`src/rtl/rx_data_sampler.sv`:
```
// UART receiver data-recovery stage: 3-sample majority vote per bit, LSB-first
// deserialisation, parity/stop checking and one-cycle result strobes.
module rx_data_sampler #(
  parameter int DATA_WIDTH = 8,
  parameter int SAMPLE_MID = 4
) (
  input  logic                  clk,
  input  logic                  RST,
  input  logic                  RX_IN,
  input  logic                  enable,
  input  logic [2:0]            edge_cnt,
  input  logic [3:0]            bit_cnt,
  input  logic                  PAR_EN,
  input  logic                  PAR_TYP,
  output logic [DATA_WIDTH-1:0] P_DATA,
  output logic                  data_valid,
  output logic                  par_err,
  output logic                  stp_err,
  output logic                  strt_glitch,
  output logic                  sampled_bit
);

  localparam logic [2:0] EDGE_S0     = 3'(SAMPLE_MID - 1);
  localparam logic [2:0] EDGE_S1     = 3'(SAMPLE_MID);
  localparam logic [2:0] EDGE_S2     = 3'(SAMPLE_MID + 1);
  localparam logic [2:0] EDGE_DECIDE = 3'(SAMPLE_MID + 2);
  localparam logic [3:0] LAST_DATA   = 4'(DATA_WIDTH);
  localparam logic [3:0] PAR_IDX     = 4'(DATA_WIDTH + 1);
  localparam logic [3:0] STOP_NO_PAR = 4'(DATA_WIDTH + 1);
  localparam logic [3:0] STOP_PAR    = 4'(DATA_WIDTH + 2);

  typedef enum logic [2:0] {
    ROLE_NONE,
    ROLE_START,
    ROLE_DATA,
    ROLE_PARITY,
    ROLE_STOP
  } bit_role_t;

  logic                  s0, s1, s2;
  logic [DATA_WIDTH-1:0] shift_reg;
  logic                  par_fail;
  logic                  vote;
  logic                  decide;
  logic                  parity_expected;
  bit_role_t             role;

  // Classify the current bit index; the stop index moves when parity is present.
  always_comb begin
    role            = ROLE_NONE;
    vote            = (s0 & s1) | (s0 & s2) | (s1 & s2);
    decide          = enable && (edge_cnt == EDGE_DECIDE);
    parity_expected = (^shift_reg) ^ PAR_TYP;
    if (bit_cnt == 4'd0)
      role = ROLE_START;
    else if (bit_cnt <= LAST_DATA)
      role = ROLE_DATA;
    else if (PAR_EN && (bit_cnt == PAR_IDX))
      role = ROLE_PARITY;
    else if (bit_cnt == (PAR_EN ? STOP_PAR : STOP_NO_PAR))
      role = ROLE_STOP;
  end

  always_ff @(posedge clk) begin
    if (RST) begin
      s0          <= 1'b0;
      s1          <= 1'b0;
      s2          <= 1'b0;
      shift_reg   <= '0;
      par_fail    <= 1'b0;
      P_DATA      <= '0;
      data_valid  <= 1'b0;
      par_err     <= 1'b0;
      stp_err     <= 1'b0;
      strt_glitch <= 1'b0;
      sampled_bit <= 1'b1;
    end else begin
      data_valid  <= 1'b0;
      par_err     <= 1'b0;
      stp_err     <= 1'b0;
      strt_glitch <= 1'b0;
      if (!enable) begin
        s0        <= 1'b0;
        s1        <= 1'b0;
        s2        <= 1'b0;
        shift_reg <= '0;
        par_fail  <= 1'b0;
      end else begin
        if (edge_cnt == EDGE_S0) s0 <= RX_IN;
        if (edge_cnt == EDGE_S1) s1 <= RX_IN;
        if (edge_cnt == EDGE_S2) s2 <= RX_IN;
        if (decide) begin
          sampled_bit <= vote;
          // A frame that already failed parity must not publish its byte at the stop bit.
          case (role)
            ROLE_START:  if (vote) strt_glitch <= 1'b1;
            ROLE_DATA:   shift_reg <= {vote, shift_reg[DATA_WIDTH-1:1]};
            ROLE_PARITY: begin
              if (vote != parity_expected) begin
                par_err  <= 1'b1;
                par_fail <= 1'b1;
              end
            end
            ROLE_STOP: begin
              if (!vote) begin
                stp_err <= 1'b1;
              end else if (!par_fail) begin
                P_DATA     <= shift_reg;
                data_valid <= 1'b1;
              end
            end
            default: ;
          endcase
        end
      end
    end
  end

endmodule
```
`config.mk`:
```
export PLATFORM = sky130hd
export DESIGN_NAME = rx_data_sampler
export DESIGN_NICKNAME = d
export VERILOG_FILES = /design/src/rtl/rx_data_sampler.sv
export SDC_FILE = /design/constraint.sdc
export NUM_CORES = 1
export LEC_CHECK = 0
export BUFFER_PORTS_ARGS = -buffer_cell sky130_fd_sc_hd__buf_2
export CELL_PAD_IN_SITES_DETAIL_PLACEMENT = 1
export CELL_PAD_IN_SITES_GLOBAL_PLACEMENT = 1
export CORE_MARGIN = 2
export CORE_UTILIZATION = 41
export DETAILED_ROUTE_END_ITERATION = 12
export PLACE_DENSITY = 0.91
export SLEW_MARGIN = 20
export SYNTH_ARGS = -nofsm -noshare
export SYNTH_HDL_FRONTEND = slang
export SYNTH_SLANG_ARGS = --single-unit
```
`constraint.sdc`:
```
create_clock -name clk -period 3.1 [get_ports clk]
set_input_delay 0.155 -clock clk [delete_from_list [all_inputs] [get_ports clk]]
set_output_delay 0.155 -clock clk [all_outputs]
set_load 0.02 [all_outputs]
```
==> report_table.html, run 1 <==
<table>
<tr><th>Metric</th><th>Value</th></tr>
<tr><th colspan="2">Pwr</th></tr>
<tr><td>Net switching component of the power</td><td>127 uW</td></tr>
<tr><td>Relative contribution of combinational cells to total power</td><td>7.8%</td></tr>
<tr><td>Peak ir drop on the vdd network</td><td>0.258 mV</td></tr>
<tr><td>Clock Power Share</td><td>29.4%</td></tr>
<tr><td>Sequential fraction of design power</td><td>62.7%</td></tr>
<tr><td>Total power divided by cell area</td><td>406 mW/mm^2</td></tr>
<tr><td>Standby leakage power</td><td>0.483 nW</td></tr>
<tr><td>Overall power after layout</td><td>515 uW</td></tr>
<tr><td>Switch share</td><td>24.8%</td></tr>
<tr><td>Internal power component</td><td>387 uW</td></tr>
<tr><th colspan="2">Global routing</th></tr>
<tr><td>Vias in the first global route</td><td>974</td></tr>
<tr><td>Tot GR Track Use</td><td>18.6%</td></tr>
<tr><td>Overflow left after global routing</td><td>0</td></tr>
<tr><td>Wire length of the first global-routing pass</td><td>4550 um</td></tr>
<tr><td>Initial antenna violation count</td><td>0</td></tr>
<tr><td>Largest net degree at the start of global routing</td><td>15</td></tr>
<tr><th colspan="2">Synth</th></tr>
<tr><td>Cell types with the largest area share after synthesis</td><td>dfxtp_1 46%, mux2i_1 10%, xnor2_1 4.8%</td></tr>
<tr><td>Avg Inst Size Synth</td><td>9.55 sq um</td></tr>
<tr><td>Most frequent cell after synthesis</td><td>dfxtp_1</td></tr>
<tr><td>Number of warnings reported in the yosys synthesis log</td><td>0</td></tr>
<tr><td>Number of flops mapped to enable cells by yosys</td><td>0</td></tr>
<tr><td>Sequential-to-total area share from yosys stat</td><td>46.0%</td></tr>
<tr><td>Share of synthesized flip-flops with an asynchronous set or reset</td><td>0%</td></tr>
<tr><td>Register bit total from synthesis</td><td>25</td></tr>
<tr><td>Area fraction of the dominant cell type after synthesis</td><td>46.0%</td></tr>
<tr><td>Combined area of all synthesized cells</td><td>0.00109 sq mm</td></tr>
<tr><td>Number of nets in the synthesized netlist</td><td>127</td></tr>
<tr><td>Post-Syn Instances</td><td>114</td></tr>
<tr><td>Most frequent cells after synthesis</td><td>25 x dfxtp_1, 12 x nor2_1, 11 x mux2i_1, 9 x nand3_1</td></tr>
<tr><td>Distinct cell type count of the synthesized netlist</td><td>30</td></tr>
<tr><td>Post-synth top flop</td><td>dfxtp_1</td></tr>
<tr><td>Library cell with the largest summed area after synthesis</td><td>dfxtp_1</td></tr>
<tr><th colspan="2">STA</th></tr>
<tr><td>Final critical delay including setup and external delays</td><td>1.66 ns</td></tr>
<tr><td>Highest Clock Rate</td><td>602 MHz</td></tr>
<tr><td>Endpoints failing hold</td><td>0</td></tr>
<tr><td>Number of pins exceeding their max-slew limit in the final report</td><td>0</td></tr>
<tr><td>Period utilisation layout</td><td>53.6%</td></tr>
<tr><td>Endpoints failing setup</td><td>0</td></tr>
<tr><td>Final TNS setup</td><td>0 ns</td></tr>
<tr><td>Setup repair after global routing missed its margin</td><td>false</td></tr>
<tr><td>Measured slew at the worst slew-check pin</td><td>0.566 ns</td></tr>
<tr><td>Worst-case headroom to the max-slew limit</td><td>62.1%</td></tr>
<tr><td>Post-route clock skew</td><td>0.00575 ns</td></tr>
<tr><th colspan="2">Final layout</th></tr>
<tr><td>Layout Area Growth over Synthesis</td><td>16.4%</td></tr>
<tr><td>Share of post-route cells with drive strength above 1</td><td>22.9%</td></tr>
<tr><td>Post-route insts no fill</td><td>170</td></tr>
<tr><td>N_diodes</td><td>0</td></tr>
<tr><td>Non-Filler Cell Area, Final</td><td>0.00127 sq mm</td></tr>
<tr><td># nets final</td><td>154</td></tr>
<tr><th colspan="2">Clocking</th></tr>
<tr><td>Clk Latency, worst-skew pair</td><td>0.33 ns</td></tr>
<tr><td>Cts hold-fix bufs</td><td>0</td></tr>
<tr><td>Quantity of gates resized following cts</td><td>0</td></tr>
<tr><td>TritonCTS Buffers</td><td>3</td></tr>
<tr><td>Clock tree from TritonCTS</td><td>done</td></tr>
<tr><td>Sink Count</td><td>25</td></tr>
<tr><td>Largest buffer count on any clock path</td><td>2</td></tr>
<tr><td>Clock transition time at the flip-flop clock pins of the worst setup and hold paths</td><td>0.14 ns</td></tr>
<tr><td>Clock root buffer</td><td>clkbuf_4</td></tr>
<tr><td>H-tree depth</td><td>1</td></tr>
<tr><td>Post CTS Setup Buffer Count</td><td>0</td></tr>
<tr><th colspan="2">Detailed routing</th></tr>
<tr><td>First DRT Iteration DRCs</td><td>32</td></tr>
<tr><td>Via density per instance</td><td>5.49</td></tr>
<tr><td>Mean routed wirelength per cell</td><td>15.2 um</td></tr>
<tr><td>WL final</td><td>2590 um</td></tr>
<tr><td>ANT nets after route</td><td>0</td></tr>
<tr><td>Count of TritonRoute iterations in the first routing pass</td><td>5</td></tr>
<tr><td>Remaining DRCs</td><td>0</td></tr>
<tr><td>Total via count in the routed design</td><td>933</td></tr>
<tr><th colspan="2">Floorplanning</th></tr>
<tr><td>Effective utilization at floorplan</td><td>43.5%</td></tr>
<tr><td>Site Rows</td><td>18</td></tr>
<tr><td>I/O pin count</td><td>26</td></tr>
<tr><td>Die Footprint</td><td>0.00308 sq mm</td></tr>
<tr><td>Core region area</td><td>0.00250 sq mm</td></tr>
<tr><td>Chip height</td><td>55.5 um</td></tr>
<tr><td>Die Wd</td><td>55.5 um</td></tr>
<tr><th colspan="2">Setup path</th></tr>
<tr><td>Highest fanout seen on the critical path</td><td>6</td></tr>
<tr><td>Crit. End Element</td><td>flip-flop</td></tr>
<tr><td>Critical path class</td><td>flip-flop to flip-flop</td></tr>
<tr><td>Arrival time at the worst endpoint</td><td>1.91 ns</td></tr>
<tr><td>Critical Path Source Type</td><td>flip-flop</td></tr>
<tr><td>Data required time at the worst endpoint</td><td>3.35 ns</td></tr>
<tr><th colspan="2">Placement</th></tr>
<tr><td>GP Congestion</td><td>0.780</td></tr>
<tr><td>Port buffer count</td><td>25</td></tr>
<tr><td>Number of placed instances, taps included</td><td>166</td></tr>
<tr><td>Detail Placement HPWL</td><td>1890 um</td></tr>
<tr><td>Area of placed instances</td><td>0.00124 sq mm</td></tr>
<tr><th colspan="2">Status</th></tr>
<tr><td>Status</td><td>complete, no violations</td></tr>
<tr><th colspan="2">Worst hold path</th></tr>
<tr><td>Class of the tightest hold or removal check</td><td>input port to flip-flop</td></tr>
<tr><th colspan="2">Flow run</th></tr>
<tr><td># Max-Cap Violations</td><td>0</td></tr>
</table>
worst max-delay path: stages (launching register included):
cell,delay (ns)
dfxtp_1,0.34
maj3_2,0.37
xnor2_1,0.18
xnor3_1,0.44
o32ai_2,0.25
layout make-up:
class	count	area [sq um]
multi-input combinational	84	569
inverter	2	7.51
timing repair buffer	25	125
tap	30	37.5
clock buffer	3	22.5
fill	293	1230
clock inverter	1	5.00
sequential	25	500
layer usage:
layer | up-vias | part of all wire, % | GRT usage, %
li1 | 457 | - | -
met1 | 451 | 47 | 23.5
met2 | 21 | 48 | 30.3
met3 | 4 | 3.3 | 2.34
met4 | 0 | 1.6 | 10.8
met5 | - | 0 | 0
path summary, 6_finish.rpt:
| check | start | to | slack, ns | depth (start not counted) |
|---|---|---|---|---|
| worst min register to register | P_DATA[3] | P_DATA[3] | 0.48 | 2 |
| worst min-delay path | RX_IN | s2 | 0.09 | 3 |
| worst max register to register | s0 | par_fail | 1.44 | 4 |
| worst max-delay path | s0 | par_fail | 1.44 | 4 |
power groups by stage:
stage | sequential (mW) | clock [mW] | combinational, mW
floorplan | 0.331 | 0 | 0.0219
global placement | 0.330 | 0 | 0.0376
detailed placement | 0.330 | 0 | 0.0398
CTS | 0.323 | 0.156 | 0.0402
global route | 0.323 | 0.169 | 0.0448
finish | 0.323 | 0.152 | 0.0403
through the flow:
| stage | hold WS, ns | util, % | setup WS (ns) |
|---|---|---|---|
| after floorplan | 0.232 | - | 1.55 |
| after global placement | 0.419 | 49.6 | 1.52 |
| after detailed placement | 0.440 | 49.6 | 1.47 |
| after CTS | 0.0893 | 50.7 | 1.43 |
| after global routing | 0.106 | 50.7 | 1.35 |
| final | 0.0940 | 50.7 | 1.44 |
layout by cell type (no fill, tap or decap):
cell	n
o31a_1	1
o21ai_0	8
or3_1	1
nand3_1	9
nand2b_1	1
xnor3_1	1
o21ai_1	1
o21a_1	1
nor3_1	5
dfxtp_1	25
mux2i_1	11
nor3b_1	2
nor3_4	1
o32ai_2	1
clkbuf_4	3
maj3_2	1
nor4_1	1
nor2b_1	1
xnor2_1	6
nand4b_1	1
and4b_1	1
nand2_1	3
nand3b_1	4
buf_2	25
inv_1	2
xor2_1	1
and3_1	1
clkinv_2	1
nor2_1	12
a21oi_1	8
and3b_1	1
logic make-up after synthesis:
family | after synthesis | share of synthesized area [%]
adders and majority gates | 1 | 1.03
muxes | 11 | 10.1
buffers and inverters | 5 | 1.72
and+or+nand+nor | 44 | 22.6
AOI/OAI and AO/OA | 20 | 10.8
xor gates and xnor gates | 8 | 7.70
DFF | 25 | 46.0
(Power assumes the default switching activity.)
==> run 2: changes to the inputs <==
--- a/config.mk
+++ b/config.mk
@@ -9,9 +9,9 @@
 export CELL_PAD_IN_SITES_DETAIL_PLACEMENT = 1
 export CELL_PAD_IN_SITES_GLOBAL_PLACEMENT = 1
 export CORE_MARGIN = 2
-export CORE_UTILIZATION = 41
+export CORE_UTILIZATION = 38
 export DETAILED_ROUTE_END_ITERATION = 12
-export PLACE_DENSITY = 0.91
+export PLACE_DENSITY = 0.86
 export SLEW_MARGIN = 20
 export SYNTH_ARGS = -nofsm -noshare
 export SYNTH_HDL_FRONTEND = slang
==> constraint.sdc (replaced) <==
create_clock -name clk -period 1.7 [get_ports clk]
set_input_delay 0.085 -clock clk [delete_from_list [all_inputs] [get_ports clk]]
set_output_delay 0.085 -clock clk [all_outputs]
set_load 0.02 [all_outputs]
==> run 2 against run 1 <==
Sequential cell count unchanged. Sequential power grew 82%. Register-to-register slack lost 1.2 ns. Total power increased by 82%. Highest routed layer unchanged. Largest cell class unchanged. Die area grew 7.3%. Sequential share of layout area decreased by 0.46 points. Utilization down 3.8 points.
==> report_table.html, run 2 (same netlist as run 1, synthesis figures left out) <==
<table>
<tr><th>Metric</th><th>Value</th></tr>
<tr><th colspan="2">Status</th></tr>
<tr><td>Status</td><td>complete, no violations</td></tr>
<tr><th colspan="2">Clocking</th></tr>
<tr><td>Sink Count</td><td>25</td></tr>
<tr><td>Clk Latency, worst-skew pair</td><td>0.32 ns</td></tr>
<tr><td>Clock root buffer</td><td>clkbuf_4</td></tr>
<tr><td>Clock transition time at the flip-flop clock pins of the worst setup and hold paths</td><td>0.14 ns</td></tr>
<tr><td>H-tree depth</td><td>1</td></tr>
<tr><td>Largest buffer count on any clock path</td><td>2</td></tr>
<tr><td>Quantity of gates resized following cts</td><td>0</td></tr>
<tr><td>Post CTS Setup Buffer Count</td><td>0</td></tr>
<tr><td>Clock tree from TritonCTS</td><td>done</td></tr>
<tr><td>TritonCTS Buffers</td><td>3</td></tr>
<tr><td>Cts hold-fix bufs</td><td>0</td></tr>
<tr><th colspan="2">STA</th></tr>
<tr><td>Setup repair after global routing missed its margin</td><td>false</td></tr>
<tr><td>Final critical delay including setup and external delays</td><td>1.51 ns</td></tr>
<tr><td>Endpoints failing setup</td><td>0</td></tr>
<tr><td>Endpoints failing hold</td><td>0</td></tr>
<tr><td>Final TNS setup</td><td>0 ns</td></tr>
<tr><td>Highest Clock Rate</td><td>663 MHz</td></tr>
<tr><td>Measured slew at the worst slew-check pin</td><td>0.520 ns</td></tr>
<tr><td>Post-route clock skew</td><td>0.00177 ns</td></tr>
<tr><td>Period utilisation layout</td><td>88.8%</td></tr>
<tr><td>Worst-case headroom to the max-slew limit</td><td>65.1%</td></tr>
<tr><td>Setup WS post-layout</td><td>0.191 ns</td></tr>
<tr><td>Number of pins exceeding their max-slew limit in the final report</td><td>0</td></tr>
<tr><th colspan="2">Setup path</th></tr>
<tr><td>Ordered list of cells on the worst path</td><td>maj3_2 &gt; buf_4 &gt; nand3_1 &gt; o21ai_0 &gt; a21oi_1</td></tr>
<tr><td>Number of buffer and inverter instances along the worst setup path</td><td>1</td></tr>
<tr><td>Highest fanout seen on the critical path</td><td>10</td></tr>
<tr><td>Reg2reg end</td><td>P_DATA[4]</td></tr>
<tr><td>Data required time at the worst endpoint</td><td>1.96 ns</td></tr>
<tr><td>Largest delay contributor family on the critical path</td><td>flip-flops</td></tr>
<tr><td>Critical Path Source Type</td><td>flip-flop</td></tr>
<tr><td>Critical-path top delay cell</td><td>dfxtp_1</td></tr>
<tr><td>Crit. End Element</td><td>flip-flop</td></tr>
<tr><td>Register-to-Register Path Depth</td><td>5</td></tr>
<tr><td>Register-to-register path setup slack</td><td>0.19 ns</td></tr>
<tr><td>Slowest cell delay on critical path</td><td>0.35 ns</td></tr>
<tr><td>Worst R2R Start</td><td>s2</td></tr>
<tr><td>Arrival time at the worst endpoint</td><td>1.77 ns</td></tr>
<tr><td>Critical path class</td><td>flip-flop to flip-flop</td></tr>
<tr><th colspan="2">Global routing</th></tr>
<tr><td>Largest net degree at the start of global routing</td><td>14</td></tr>
<tr><td>Wire length of the first global-routing pass</td><td>4420 um</td></tr>
<tr><td>Overflow left after global routing</td><td>0</td></tr>
<tr><td>Initial antenna violation count</td><td>0</td></tr>
<tr><td>Vias in the first global route</td><td>922</td></tr>
<tr><td>Tot GR Track Use</td><td>17.3%</td></tr>
<tr><th colspan="2">Final layout</th></tr>
<tr><td>Core utilization of the finished layout</td><td>46.9%</td></tr>
<tr><td>N_diodes</td><td>0</td></tr>
<tr><td>Number of inserted filler cells in the final layout</td><td>338</td></tr>
<tr><td>Layout Area Growth over Synthesis</td><td>17.8%</td></tr>
<tr><td>Sequential cell area</td><td>500 sq um</td></tr>
<tr><td>Most frequent cells in the layout</td><td>25 x dfxtp_1, 25 x buf_2, 12 x nor2_1, 11 x mux2i_1, 9 x nand3_1</td></tr>
<tr><td>Share of post-route cells with drive strength above 1</td><td>23.2%</td></tr>
<tr><td># nets final</td><td>156</td></tr>
<tr><td>Area occupied by multi-input gates</td><td>569 sq um</td></tr>
<tr><th colspan="2">Placement</th></tr>
<tr><td>GP Congestion</td><td>0.792</td></tr>
<tr><td>Port buffer count</td><td>25</td></tr>
<tr><td>Place WS</td><td>0.0328 ns</td></tr>
<tr><th colspan="2">Detailed routing</th></tr>
<tr><td>WL final</td><td>2530 um</td></tr>
<tr><td>First DRT Iteration DRCs</td><td>15</td></tr>
<tr><td>Via density per instance</td><td>5.32</td></tr>
<tr><td>ANT nets after route</td><td>0</td></tr>
<tr><td>Remaining DRCs</td><td>0</td></tr>
<tr><td>Mean routed wirelength per cell</td><td>14.6 um</td></tr>
<tr><td>Total via count in the routed design</td><td>920</td></tr>
<tr><td>Count of TritonRoute iterations in the first routing pass</td><td>3</td></tr>
<tr><th colspan="2">Floorplanning</th></tr>
<tr><td>I/O pin count</td><td>26</td></tr>
<tr><td>Die Wd</td><td>57.5 um</td></tr>
<tr><td>Site Rows</td><td>19</td></tr>
<tr><td>Chip height</td><td>57.5 um</td></tr>
<tr><td>Effective utilization at floorplan</td><td>39.8%</td></tr>
<tr><td>Die Footprint</td><td>0.00331 sq mm</td></tr>
<tr><td>Core region area</td><td>0.00273 sq mm</td></tr>
<tr><th colspan="2">Worst hold path</th></tr>
<tr><td>Class of the tightest hold or removal check</td><td>input port to flip-flop</td></tr>
<tr><td>Hold depth</td><td>3</td></tr>
<tr><td>Start point of the worst min-delay path</td><td>RX_IN</td></tr>
<tr><td>Terminating pin of the worst hold path</td><td>s0</td></tr>
<tr><th colspan="2">Pwr</th></tr>
<tr><td>Peak ir drop on the vdd network</td><td>0.419 mV</td></tr>
<tr><td>Total power divided by cell area</td><td>730 mW/mm^2</td></tr>
<tr><td>Standby leakage power</td><td>0.493 nW</td></tr>
<tr><th colspan="2">Flow run</th></tr>
<tr><td># Max-Cap Violations</td><td>0</td></tr>
</table>
run 2: cell count changes in the layout (fill, tap and decap cells not counted), sizes merged:
cell	delta
clkbuf	+1
clkinv	-1
buf	+2
run 2: cell type report:
| class | count | area share, % |
|---|---|---|
| Multi-Input combinational cell | 84 | 44.4 |
| Sequential cell | 25 | 39.0 |
| Timing Repair Buffer | 27 | 10.9 |
| Tap cell | 31 | 3.02 |
| Clock buffer | 4 | 2.05 |
| Inverter | 2 | 0.585 |
run 2: how the worst max path moves through the flow:
stage,startpoint,end,slack [ns],cells after the start
6_report,s2,P_DATA[4],0.19,5
4_1_cts,s2,par_fail,0.002,4
3_3_place_gp,s0,par_fail,0.16,4
5_1_grt,s2,P_DATA[7],0.03,5
3_5_place_dp,s2,par_fail,0.03,4
2_1_floorplan,s0,par_fail,0.15,4
run 2: per-layer routing:
metal,global-route usage (%),routed length [um],vias up
met1,23.0,1160,432
met2,28.6,1220,21
met5,0,0,-
li1,-,-,462
met4,4.98,37,0
met3,3.17,117,5
run 2: worst reg2reg max path: cells and delay by family (launching register included):
family	cells	cell delay [ns]
AO/OA/AOI/OAI	2	0.32
adder cells (fa/ha/maj)	1	0.33
buffers and inverters	1	0.17
flip-flops	1	0.35
AND/OR/NAND/NOR	1	0.27
run 2: report_power, final:
group          switching, mW  internal, mW
Clock                  0.184        0.0921
Combinational         0.0424        0.0287
Sequential           0.00100         0.588
Total                  0.228         0.709
run 2: metrics by stage:
step / hold slack (ns) / power (mW) / cell area [sq um] / instances
after global routing: 0.0223 / 0.980 / 1280 / 173
after floorplan: 0.162 / 0.643 / 1090 / 114
final: 0.0308 / 0.936 / 1280 / 173
after global placement: 0.351 / 0.671 / 1260 / 169
after CTS: 0.0374 / 0.943 / 1280 / 173
after detailed placement: 0.381 / 0.675 / 1260 / 169
==> run 3: changes to the inputs <==
--- a/config.mk
+++ b/config.mk
@@ -11,7 +11,7 @@
 export CORE_MARGIN = 2
 export CORE_UTILIZATION = 38
 export DETAILED_ROUTE_END_ITERATION = 12
-export PLACE_DENSITY = 0.86
+export PLACE_DENSITY_LB_ADDON = 0.1
 export SLEW_MARGIN = 20
 export SYNTH_ARGS = -nofsm -noshare
 export SYNTH_HDL_FRONTEND = slang
==> constraint.sdc (replaced) <==
create_clock -name clk -period 1.7 [get_ports clk]
set_input_delay 0 -clock clk [delete_from_list [all_inputs] [get_ports clk]]
set_output_delay 0 -clock clk [all_outputs]
set_load 0.02 [all_outputs]
==> run 3 against run 2 <==
Largest cell class unchanged. Register-to-register slack worse by 0.10 ns. Global-route usage decreased by 1.2 points. Clock skew is 0.0022 ns higher. Critical path type unchanged. Routed wire length is 2.8% lower.
==> report_table.html, run 3 (same netlist as run 1, synthesis figures left out) <==
<table>
<tr><th>Metric</th><th>Value</th></tr>
<tr><th colspan="2">STA</th></tr>
<tr><td>Endpoints failing hold</td><td>0</td></tr>
<tr><td>Final TNS setup</td><td>0 ns</td></tr>
<tr><td>Min Hold Slack</td><td>0.0174 ns</td></tr>
<tr><td>Endpoints failing setup</td><td>0</td></tr>
<tr><td>Final critical delay including setup and external delays</td><td>1.61 ns</td></tr>
<tr><td>Highest Clock Rate</td><td>620 MHz</td></tr>
<tr><td>Worst-case headroom to the max-slew limit</td><td>63.4%</td></tr>
<tr><td>Period utilisation layout</td><td>94.9%</td></tr>
<tr><td>Measured slew at the worst slew-check pin</td><td>0.547 ns</td></tr>
<tr><td>Setup repair after global routing missed its margin</td><td>false</td></tr>
<tr><td>Post-route clock skew</td><td>0.00393 ns</td></tr>
<tr><td>Number of pins exceeding their max-slew limit in the final report</td><td>0</td></tr>
<tr><th colspan="2">Pwr</th></tr>
<tr><td>Net switching component of the power</td><td>224 uW</td></tr>
<tr><td>Standby leakage power</td><td>0.503 nW</td></tr>
<tr><td>Sequential fraction of design power</td><td>63.0%</td></tr>
<tr><td>Peak ir drop on the vdd network</td><td>0.400 mV</td></tr>
<tr><td>Overall power after layout</td><td>935 uW</td></tr>
<tr><td>Relative contribution of combinational cells to total power</td><td>8.5%</td></tr>
<tr><td>Switch share</td><td>23.9%</td></tr>
<tr><td>Clock Power Share</td><td>28.6%</td></tr>
<tr><td>Total power divided by cell area</td><td>711 mW/mm^2</td></tr>
<tr><td>Internal power component</td><td>712 uW</td></tr>
<tr><th colspan="2">Floorplanning</th></tr>
<tr><td>Chip height</td><td>57.5 um</td></tr>
<tr><td>Die Wd</td><td>57.5 um</td></tr>
<tr><td>I/O pin count</td><td>26</td></tr>
<tr><td>Core region area</td><td>0.00273 sq mm</td></tr>
<tr><td>Site Rows</td><td>19</td></tr>
<tr><td>Effective utilization at floorplan</td><td>39.8%</td></tr>
<tr><td>Die Footprint</td><td>0.00331 sq mm</td></tr>
<tr><th colspan="2">Final layout</th></tr>
<tr><td>Layout Area Growth over Synthesis</td><td>20.9%</td></tr>
<tr><td>Most frequent cells in the layout</td><td>25 x dfxtp_1, 25 x buf_2, 12 x nor2_1, 11 x mux2i_1, 9 x nand3_1</td></tr>
<tr><td># nets final</td><td>159</td></tr>
<tr><td>Share of post-route cells with drive strength above 1</td><td>22.8%</td></tr>
<tr><td>Number of inserted filler cells in the final layout</td><td>330</td></tr>
<tr><td>Core utilization of the finished layout</td><td>48.1%</td></tr>
<tr><td>N_diodes</td><td>0</td></tr>
<tr><td>Non-Filler Cell Area, Final</td><td>0.00132 sq mm</td></tr>
<tr><th colspan="2">Status</th></tr>
<tr><td>Status</td><td>complete, no violations</td></tr>
<tr><th colspan="2">Detailed routing</th></tr>
<tr><td>Via density per instance</td><td>5.23</td></tr>
<tr><td>Remaining DRCs</td><td>0</td></tr>
<tr><td>WL final</td><td>2460 um</td></tr>
<tr><td>Mean routed wirelength per cell</td><td>14.0 um</td></tr>
<tr><td>ANT nets after route</td><td>0</td></tr>
<tr><td>Total via count in the routed design</td><td>921</td></tr>
<tr><td>First DRT Iteration DRCs</td><td>17</td></tr>
<tr><td>Count of TritonRoute iterations in the first routing pass</td><td>4</td></tr>
<tr><th colspan="2">Placement</th></tr>
<tr><td>Port buffer count</td><td>25</td></tr>
<tr><td>GP Congestion</td><td>0.717</td></tr>
<tr><td>Area of placed instances</td><td>0.00125 sq mm</td></tr>
<tr><td>Detail Placement HPWL</td><td>1850 um</td></tr>
<tr><th colspan="2">Global routing</th></tr>
<tr><td>Vias in the first global route</td><td>939</td></tr>
<tr><td>Initial antenna violation count</td><td>0</td></tr>
<tr><td>Largest net degree at the start of global routing</td><td>15</td></tr>
<tr><td>Wire length of the first global-routing pass</td><td>4150 um</td></tr>
<tr><td>Tot GR Track Use</td><td>16.1%</td></tr>
<tr><td>Overflow left after global routing</td><td>0</td></tr>
<tr><th colspan="2">Setup path</th></tr>
<tr><td>Worst R2R Start</td><td>s0</td></tr>
<tr><td>First element of the critical path</td><td>s0</td></tr>
<tr><td>Critical path class</td><td>flip-flop to flip-flop</td></tr>
<tr><td>Highest fanout seen on the critical path</td><td>2</td></tr>
<tr><td>Arrival time at the worst endpoint</td><td>1.86 ns</td></tr>
<tr><td>Data required time at the worst endpoint</td><td>1.94 ns</td></tr>
<tr><td>Crit. End Element</td><td>flip-flop</td></tr>
<tr><td>Critical Path Source Type</td><td>flip-flop</td></tr>
<tr><th colspan="2">Clocking</th></tr>
<tr><td>Post CTS Setup Buffer Count</td><td>0</td></tr>
<tr><td>H-tree depth</td><td>1</td></tr>
<tr><td>Clock tree from TritonCTS</td><td>done</td></tr>
<tr><td>TritonCTS Buffers</td><td>3</td></tr>
<tr><td>Clock transition time at the flip-flop clock pins of the worst setup and hold paths</td><td>0.14 ns</td></tr>
<tr><td>Quantity of gates resized following cts</td><td>0</td></tr>
<tr><td>Largest buffer count on any clock path</td><td>2</td></tr>
<tr><td>Clk Latency, worst-skew pair</td><td>0.31 ns</td></tr>
<tr><td>Sink Count</td><td>25</td></tr>
<tr><td>Clock root buffer</td><td>clkbuf_4</td></tr>
<tr><th colspan="2">Worst hold path</th></tr>
<tr><td>Class of the tightest hold or removal check</td><td>input port to flip-flop</td></tr>
<tr><td>Start point of the worst min-delay path</td><td>PAR_EN</td></tr>
<tr><th colspan="2">Flow run</th></tr>
<tr><td># Max-Cap Violations</td><td>0</td></tr>
</table>
[run 3: area by class of cell]
| cell class | count | area [sq um] | area share (%) |
|---|---|---|---|
| Multi-Input combinational cell | 84 | 569 | 43.3 |
| Tap cell | 31 | 38.8 | 2.95 |
| Sequential cell | 25 | 500 | 38.0 |
| Clock buffer | 3 | 22.5 | 1.71 |
| Timing Repair Buffer | 30 | 173 | 13.1 |
| Clock inverter | 1 | 5.00 | 0.380 |
| Inverter | 2 | 7.51 | 0.570 |
[run 3: metrics by stage]
stage | cells | setup WS, ns
3_5_place_dp | 168 | 0.117
5_1_grt | 176 | 0.0117
6_report | 176 | 0.0871
3_3_place_gp | 168 | 0.144
2_1_floorplan | 114 | 0.150
4_1_cts | 176 | 0.0719
[run 3: what timing repair did]
| action | in CTS | in global routing |
|---|---|---|
| setup endpoints to repair | 0 | 0 |
| hold buffers | 4 | 0 |
| hold endpoints to repair | 7 | 0 |
[run 3: per-layer routing]
metal	share of wire [%]	track usage (%)	up-vias
met1	48	20.9	436
li1	-	-	466
met4	0.37	4.98	0
met5	0	0	-
met3	3.9	2.49	2
met2	48	27.4	17
[run 3: final timing paths]
| kind | slack (ns) | depth (start not counted) | end |
|---|---|---|---|
| setup / recovery | 0.09 | 4 | par_fail |
| hold / removal | 0.02 | 4 | stp_err |
| setup reg to reg | 0.09 | 4 | par_fail |
| hold reg to reg | 0.48 | 2 | P_DATA[7] |
[run 3: power groups by stage]
stage                     Clock, mW  Sequential (mW)  Combinational (mW)
after floorplan                   0            0.603              0.0399
after global placement            0            0.602              0.0703
after detailed placement          0            0.602              0.0730
after CTS                     0.281            0.589              0.0797
after global routing          0.301            0.590              0.0868
final                         0.267            0.589              0.0793
[run 3: critical path, cell delays in order, from the launching register on]
cell	delay [ns]
dfxtp_1	0.34
maj3_2	0.32
xnor2_1	0.16
xnor3_1	0.45
o32ai_2	0.26
